===== src/rtl/pipeline_stall_controller.sv =====
`default_nettype none
// ============================================================================
// Module      : pipeline_stall_controller
// Description : Stall/flush sequencer for a 5-stage pipeline with an iterative divider.
// Revision    : 1.0 - initial release
// ============================================================================
module pipeline_stall_controller #(
    parameter int unsigned DIV_TIMEOUT = 63
) (
    input  logic        clk,
    input  logic        reset_n,
    input  logic        load_use_hazard,
    input  logic        branch_taken_ex,
    input  logic        div_req_ex,
    input  logic        div_done,
    input  logic        mem_busy,
    output logic        pc_write_en,
    output logic        if_id_write_en,
    output logic        id_ex_write_en,
    output logic        ex_ma_write_en,
    output logic        ma_wb_write_en,
    output logic        if_id_flush,
    output logic        id_ex_flush,
    output logic        ex_ma_flush,
    output logic        div_start,
    output logic        div_timeout,
    output logic [15:0] stall_cycles
);

    typedef enum logic [0:0] {
        RUN      = 1'b0,
        DIV_WAIT = 1'b1
    } state_t;

    localparam logic [5:0] TIMEOUT_CNT = 6'(DIV_TIMEOUT);

    state_t      state_q, state_d;
    logic [5:0]  cnt_q, cnt_d;
    logic        done_pending_q, done_pending_d;
    logic        div_timeout_q, div_timeout_d;
    logic [15:0] stall_cycles_q, stall_cycles_d;

    always_comb begin
        pc_write_en    = 1'b1;
        if_id_write_en = 1'b1;
        id_ex_write_en = 1'b1;
        ex_ma_write_en = 1'b1;
        ma_wb_write_en = 1'b1;
        if_id_flush    = 1'b0;
        id_ex_flush    = 1'b0;
        ex_ma_flush    = 1'b0;
        div_start      = 1'b0;
        state_d        = state_q;
        cnt_d          = cnt_q;
        done_pending_d = done_pending_q;
        div_timeout_d  = div_timeout_q;

        if (reset_n) begin
            if (mem_busy) begin
                // Full freeze; a completion arriving now is remembered for later.
                pc_write_en    = 1'b0;
                if_id_write_en = 1'b0;
                id_ex_write_en = 1'b0;
                ex_ma_write_en = 1'b0;
                ma_wb_write_en = 1'b0;
                if (state_q == DIV_WAIT && div_done)
                    done_pending_d = 1'b1;
            end else begin
                case (state_q)
                    RUN: begin
                        if (div_req_ex) begin
                            pc_write_en    = 1'b0;
                            if_id_write_en = 1'b0;
                            id_ex_write_en = 1'b0;
                            ex_ma_write_en = 1'b0;
                            ex_ma_flush    = 1'b1;
                            div_start      = 1'b1;
                            cnt_d          = 6'd0;
                            state_d        = DIV_WAIT;
                        end else if (branch_taken_ex) begin
                            if_id_flush = 1'b1;
                            id_ex_flush = 1'b1;
                        end else if (load_use_hazard) begin
                            pc_write_en    = 1'b0;
                            if_id_write_en = 1'b0;
                            id_ex_flush    = 1'b1;
                        end
                    end
                    DIV_WAIT: begin
                        if (div_done || done_pending_q) begin
                            done_pending_d = 1'b0;
                            state_d        = RUN;
                        end else if (cnt_q == TIMEOUT_CNT) begin
                            // Abort: let the pipeline move but drop the divide result.
                            ex_ma_flush   = 1'b1;
                            div_timeout_d = 1'b1;
                            state_d       = RUN;
                        end else begin
                            pc_write_en    = 1'b0;
                            if_id_write_en = 1'b0;
                            id_ex_write_en = 1'b0;
                            ex_ma_write_en = 1'b0;
                            ex_ma_flush    = 1'b1;
                            cnt_d          = cnt_q + 6'd1;
                        end
                    end
                    default: state_d = RUN;
                endcase
            end
        end

        stall_cycles_d = stall_cycles_q;
        if (!pc_write_en && stall_cycles_q != 16'hFFFF)
            stall_cycles_d = stall_cycles_q + 16'd1;
    end

    always_ff @(posedge clk) begin
        if (!reset_n) begin
            state_q        <= RUN;
            cnt_q          <= 6'd0;
            done_pending_q <= 1'b0;
            div_timeout_q  <= 1'b0;
            stall_cycles_q <= 16'd0;
        end else begin
            state_q        <= state_d;
            cnt_q          <= cnt_d;
            done_pending_q <= done_pending_d;
            div_timeout_q  <= div_timeout_d;
            stall_cycles_q <= stall_cycles_d;
        end
    end

    assign div_timeout  = div_timeout_q;
    assign stall_cycles = stall_cycles_q;

endmodule
`default_nettype wire


===== config.mk =====
export PLATFORM = sky130hd
export DESIGN_NAME = pipeline_stall_controller
export DESIGN_NICKNAME = d
export VERILOG_FILES = /design/src/rtl/pipeline_stall_controller.sv
export SDC_FILE = /design/constraint.sdc
export NUM_CORES = 1
export LEC_CHECK = 0
export BUFFER_PORTS_ARGS = -buffer_cell sky130_fd_sc_hd__buf_4
export CAP_MARGIN = 10
export CORE_MARGIN = 10
export CORE_UTILIZATION = 38
export CTS_BUF_LIST = sky130_fd_sc_hd__clkbuf_4 sky130_fd_sc_hd__clkbuf_8
export DETAILED_ROUTE_END_ITERATION = 6
export SLEW_MARGIN = 10
export SYNTH_ARGS = -nofsm -noshare
export SYNTH_HDL_FRONTEND = slang
export SYNTH_SLANG_ARGS = --single-unit

===== constraint.sdc =====
create_clock -name clk -period 3.4 [get_ports clk]
set_clock_uncertainty 0.2 [all_clocks]
set_input_delay 0 -clock clk [delete_from_list [all_inputs] [get_ports clk]]
set_output_delay 0 -clock clk [all_outputs]
set_load 0.005 [all_outputs]

Yosys cells after proc, flatten, opt, wreduce, memory -nomap -nowiden --
Cells that the tools add are included. Widths: inputs -> output; s select.
Word-level totals: RAM bits 0, memories kept 0, bits in latches 0, ROM bits 0, output and inout bits 26, register bits 25, bits of input ports 7
Operators by class: equality and inequality tests 6, magnitude comparators 0, reduce and logical (&&, ||, !) cells 9, add/subtract/negate cells 2, multipliers 0, divide/modulo/power cells 0, bitwise logic cells 3, shifts and indexed selects 0, mux-type cells 44
Operators by type and width (count):
- $mux 1 | 36
- $mux 6 | 3
- $add 16x1->16 const B | 1
- $ne 16x16->1 const B | 1
- $pmux 6 s2 | 1
- $pmux 1 s2 | 4
- $reduce_and 4->1 | 2
- $add 6x1->6 const B | 1
- $eq 6x6->1 const B | 1
- $ne 2x2->1 const B | 3
- $reduce_bool 2->1 | 2
- $not 1->1 | 3
- $reduce_and 3->1 | 1
- $logic_and 1x1->1 | 2
- $ne 2x1->1 const B | 1
- $logic_not 1->1 | 1
- $logic_or 1x1->1 | 1

Depth between registers and ports, before layout --
word-level depth 8, gate-level depth with buffers 7, mapped depth without buffers 5

Least setup slack after synthesis --
Ideal clock, no wire load.
path type register to register, from register state_q, to register stall_cycles_q[11], in the netlist stall_cycles[11], slack 1.295 ns, arrival time 1.834 ns, data required time 3.130 ns, setup time 0.070 ns, stages on the path, launching flop included 7, clock period less this slack 2.105 ns, cell sequence dfxtp_1 > or3b_4 > a31oi_4 > nor3_2 > buf_6 > or4_1 > a21oi_1
On the way: word-level cells in the longest chain between the ends 6
RTL lines:
- start, declared | line 37 | state_t state_q, state_d;
- start signal, assigned | line 125 | state_q <= state_d;
- $not 1->1
- $pmux 1 s2 * | line 69 | case (state_q)
- $mux 1 * | line 59 | if (mem_busy) begin
- $mux 1 * | line 58 | if (reset_n) begin
- $logic_not 1->1 * | line 113 | if (!pc_write_en && stall_cycles_q != 16'hFFFF)
- $logic_and 1x1->1 * | line 113
- end signal, assigned | line 129 | stall_cycles_q <= stall_cycles_d;
- end, declared | line 41 | logic [15:0] stall_cycles_q, stall_cycles_d;
Every way passes the cells marked *; elsewhere a longest branch is shown, timed or not. A chain may end at the register's enable or synchronous reset.

Final worst setup path --
from register state_q, to register stall_cycles_q[6], in the netlist stall_cycles[6]
Same word-level chain as after synthesis.

==> impl_metrics.tcl <==
set metrics [dict create \
    die_h_microns 80.5 \
    dpl_cell_area_sq_um 1640 \
    grt_antenna_before_repair 0 \
    wire_per_inst_microns 14.4 \
    grt_pass1_wl_microns 6260 \
    postSynthCellCount 171 \
    ant_nets 0 \
    io_buffers 32 \
    synth.most_common_cell "dfxtp_1" \
    initial_core_util_pct 40.4 \
    r2r-end "stall_cycles[6]" \
    fin_total_pwr_uw 561 \
    hold_viol_final 0 \
    ys_async_sr_fraction_pct 0 \
    dp_hpwl_microns 2680 \
    cts_resized 0 \
    synth_flop_cell "dfxtp_1" \
    drtIter0Drc 71 \
    gp_congestion 0.826 \
    avgSynthCellArea_sq_um 8.13 \
    p_sw_uw 146 \
    synth_top_cell_by_area "dfxtp_1" \
    drv_slew 0 \
    htreeDepth 1 \
    setup_viol 0 \
    fin_area_sq_um 1740 \
    crit_arrival_ns 2.31 \
    p_per_area_nw_per_um2 323 \
    grt-busiest-layer "met2" \
    placed_cells 239 \
    fin_nets 212 \
    drv_cap 0 \
    min_from "branch_taken_ex" \
    met1_usage_pct 13.0 \
    vias 1341 \
    critical_path.max_fanout 22 \
    die_w_microns 80.5 \
    setup-tns-final_ns 0 \
    critPathLaunchType "flop" \
    synth_area_sq_um 1390 \
    endpoint_kind "flop" \
    synth_edf_count 0 \
    synth_area_leaders "dfxtp_1 (36%), a21oi_1 (5.4%), o31ai_1 (4.3%), nand2b_1 (4.1%), or4_1 (3.8%)" \
    post_cts_buffers 0 \
    criticalPathCategory "flop to flop" \
    yosysWarnings 0 \
    firstDrtPassIters 4 \
    cts_num_sinks 25 \
    swShare_pct 26.0 \
    final_cells 248 \
    cts_tree "built" \
    fin_crit_ns 2.30 \
    grt_pass1_vias 1395 \
    p_seq_share_pct 54.4 \
    root_buffer "clkbuf_8" \
    drc 0 \
    grt_max_degree 23 \
    synthTopCellsByCount "dfxtp_1 (25), a21oi_1 (15), nand2_1 (12)" \
    pin_count 33 \
    maxSlewHeadroom_pct 46.2 \
    clockBufferDepth 2 \
    clock.fmax_mhz 434 \
    synth_nets 180 \
    rrSetupSlack_ns 1.10 \
    status "finished, final reports clean" \
    core-area_sq_um 3440 \
    required_ns 3.40 \
    clk_latency_ns 0.27 \
    hold_end "id_ex_flush" \
    rows 21 \
    ir_worst_vdd_mv 0.117 \
    hold_buffers 5 \
    synth_seq_area_share_pct 36.0 \
    hold_slack_ns 0.0857 \
    hold_class "input port to primary output" \
    clkPwrFrac_pct 33.0 \
    grt_use_met2_pct 19.9 \
    synth_seq_cells 25 \
    hold_depth 3 \
    tightestPinTransition_ns 0.797 \
    drt-total-wl_microns 3580 \
    yosysTopAreaCellShare_pct 36.0 \
    area_growth_pct 24.9 \
    comb_power_share_pct 12.6 \
    n_antenna_cell 0 \
    numCtsBuffers 3 \
    p_int_uw 415 \
    drive_above_1_share_pct 20.8 \
    worstRegToRegCells 6 \
    globalRouteOverflowTotal 0 \
    p_leak_nw 0.628 \
    rsz0062_at_grt "no" \
    path_clk_slew_ns 0.10 \
    viasPerCell 5.41 \
    gr-usage-met3_pct 3.67 \
    r2r_start "state_q" \
    ys_types 38 \
    grt_use_total_pct 11.5 \
    die_area_sq_um 6480 \
    finalCritPeriodShare_pct 67.7 \
]
## worst max path at each step
stage | start | end
final | state_q | stall_cycles[6]
after global placement | state_q | stall_cycles[6]
after detailed placement | state_q | stall_cycles[6]
after CTS | state_q | stall_cycles[6]
after global routing | cnt_q[0] | stall_cycles[12]
after floorplan | state_q | stall_cycles[11]
## cell usage in the layout, fill, tap and decap left out, types with 2 or more instances in the layout
cell | synthesis | layout
buf_4 | 2 | 33
dfxtp_1 | 25 | 25
nor2_1 | 11 | 11
clkbuf_8 | 0 | 3
and3_1 | 3 | 3
o31ai_1 | 8 | 8
mux2i_1 | 5 | 5
nor4_1 | 2 | 2
ha_1 | 2 | 2
a21oi_1 | 15 | 15
dlygate4sd3_1 | 0 | 5
nor3_1 | 7 | 7
o21ai_0 | 8 | 8
or4_1 | 7 | 7
nand2b_1 | 9 | 9
xnor2_1 | 4 | 4
nand3_1 | 10 | 10
inv_1 | 6 | 6
nand4_1 | 3 | 3
a211oi_1 | 5 | 5
and2_1 | 3 | 3
nand2_1 | 12 | 12
## area by class of cell
| cell class | instances | area [sq um] |
|---|---|---|
| fillers | 347 | 1710 |
| multi-input cells | 129 | 810 |
| flip-flops and latches | 25 | 500 |
| repair buffers | 38 | 298 |
| well taps | 46 | 57.6 |
| clock buffers | 3 | 41.3 |
| inverters | 6 | 22.5 |
| clock inverters | 1 | 7.51 |
## power groups by stage
stage	registers (mW)	clock network, mW	logic (mW)
after floorplan	0.310	0	0.0410
after global placement	0.311	0	0.0655
after detailed placement	0.312	0	0.0673
after CTS	0.305	0.191	0.0717
after global routing	0.306	0.204	0.0792
final	0.305	0.185	0.0708
## sequential cells by signal, indices dropped and copies added, names as in the netlist
register	count
stall_cycles	16
cnt_q	6
div_timeout	1
done_pending_q	1
state_q	1
## per-stage QoR
step / util [%] / setup WS [ns]
floorplan: - / 1.30
global placement: 47.6 / 1.19
detailed placement: 47.6 / 1.11
CTS: 50.5 / 1.10
global route: 50.5 / 0.877
finish: 50.5 / 1.10
## layer usage
layer | share of wire (%) | up-vias
met5 | 0 | -
met4 | 0.78 | 0
met3 | 7.4 | 4
met2 | 46 | 27
met1 | 46 | 626
li1 | - | 684
## critical path, cell delays in order (launching register included)
cell and delay (ns):
dfxtp_1 0.44, or3b_4 0.44, a31oi_4 0.22, nor3_2 0.07, buf_4 0.20, or4_1 0.51, a21oi_1 0.16
## logic make-up after synthesis
| family | count (synthesis) | synth area share (%) |
|---|---|---|
| and+or+nand+nor | 75 | 29.8 |
| AOI/OAI and AO/OA | 43 | 20.5 |
| DFF | 25 | 36.0 |
| buffers and inverters | 17 | 5.76 |
| muxes | 5 | 3.60 |
| xor gates and xnor gates | 4 | 2.52 |
| adders and majority gates | 2 | 1.80 |
No activity file was read; power rests on OpenSTA's default activity.
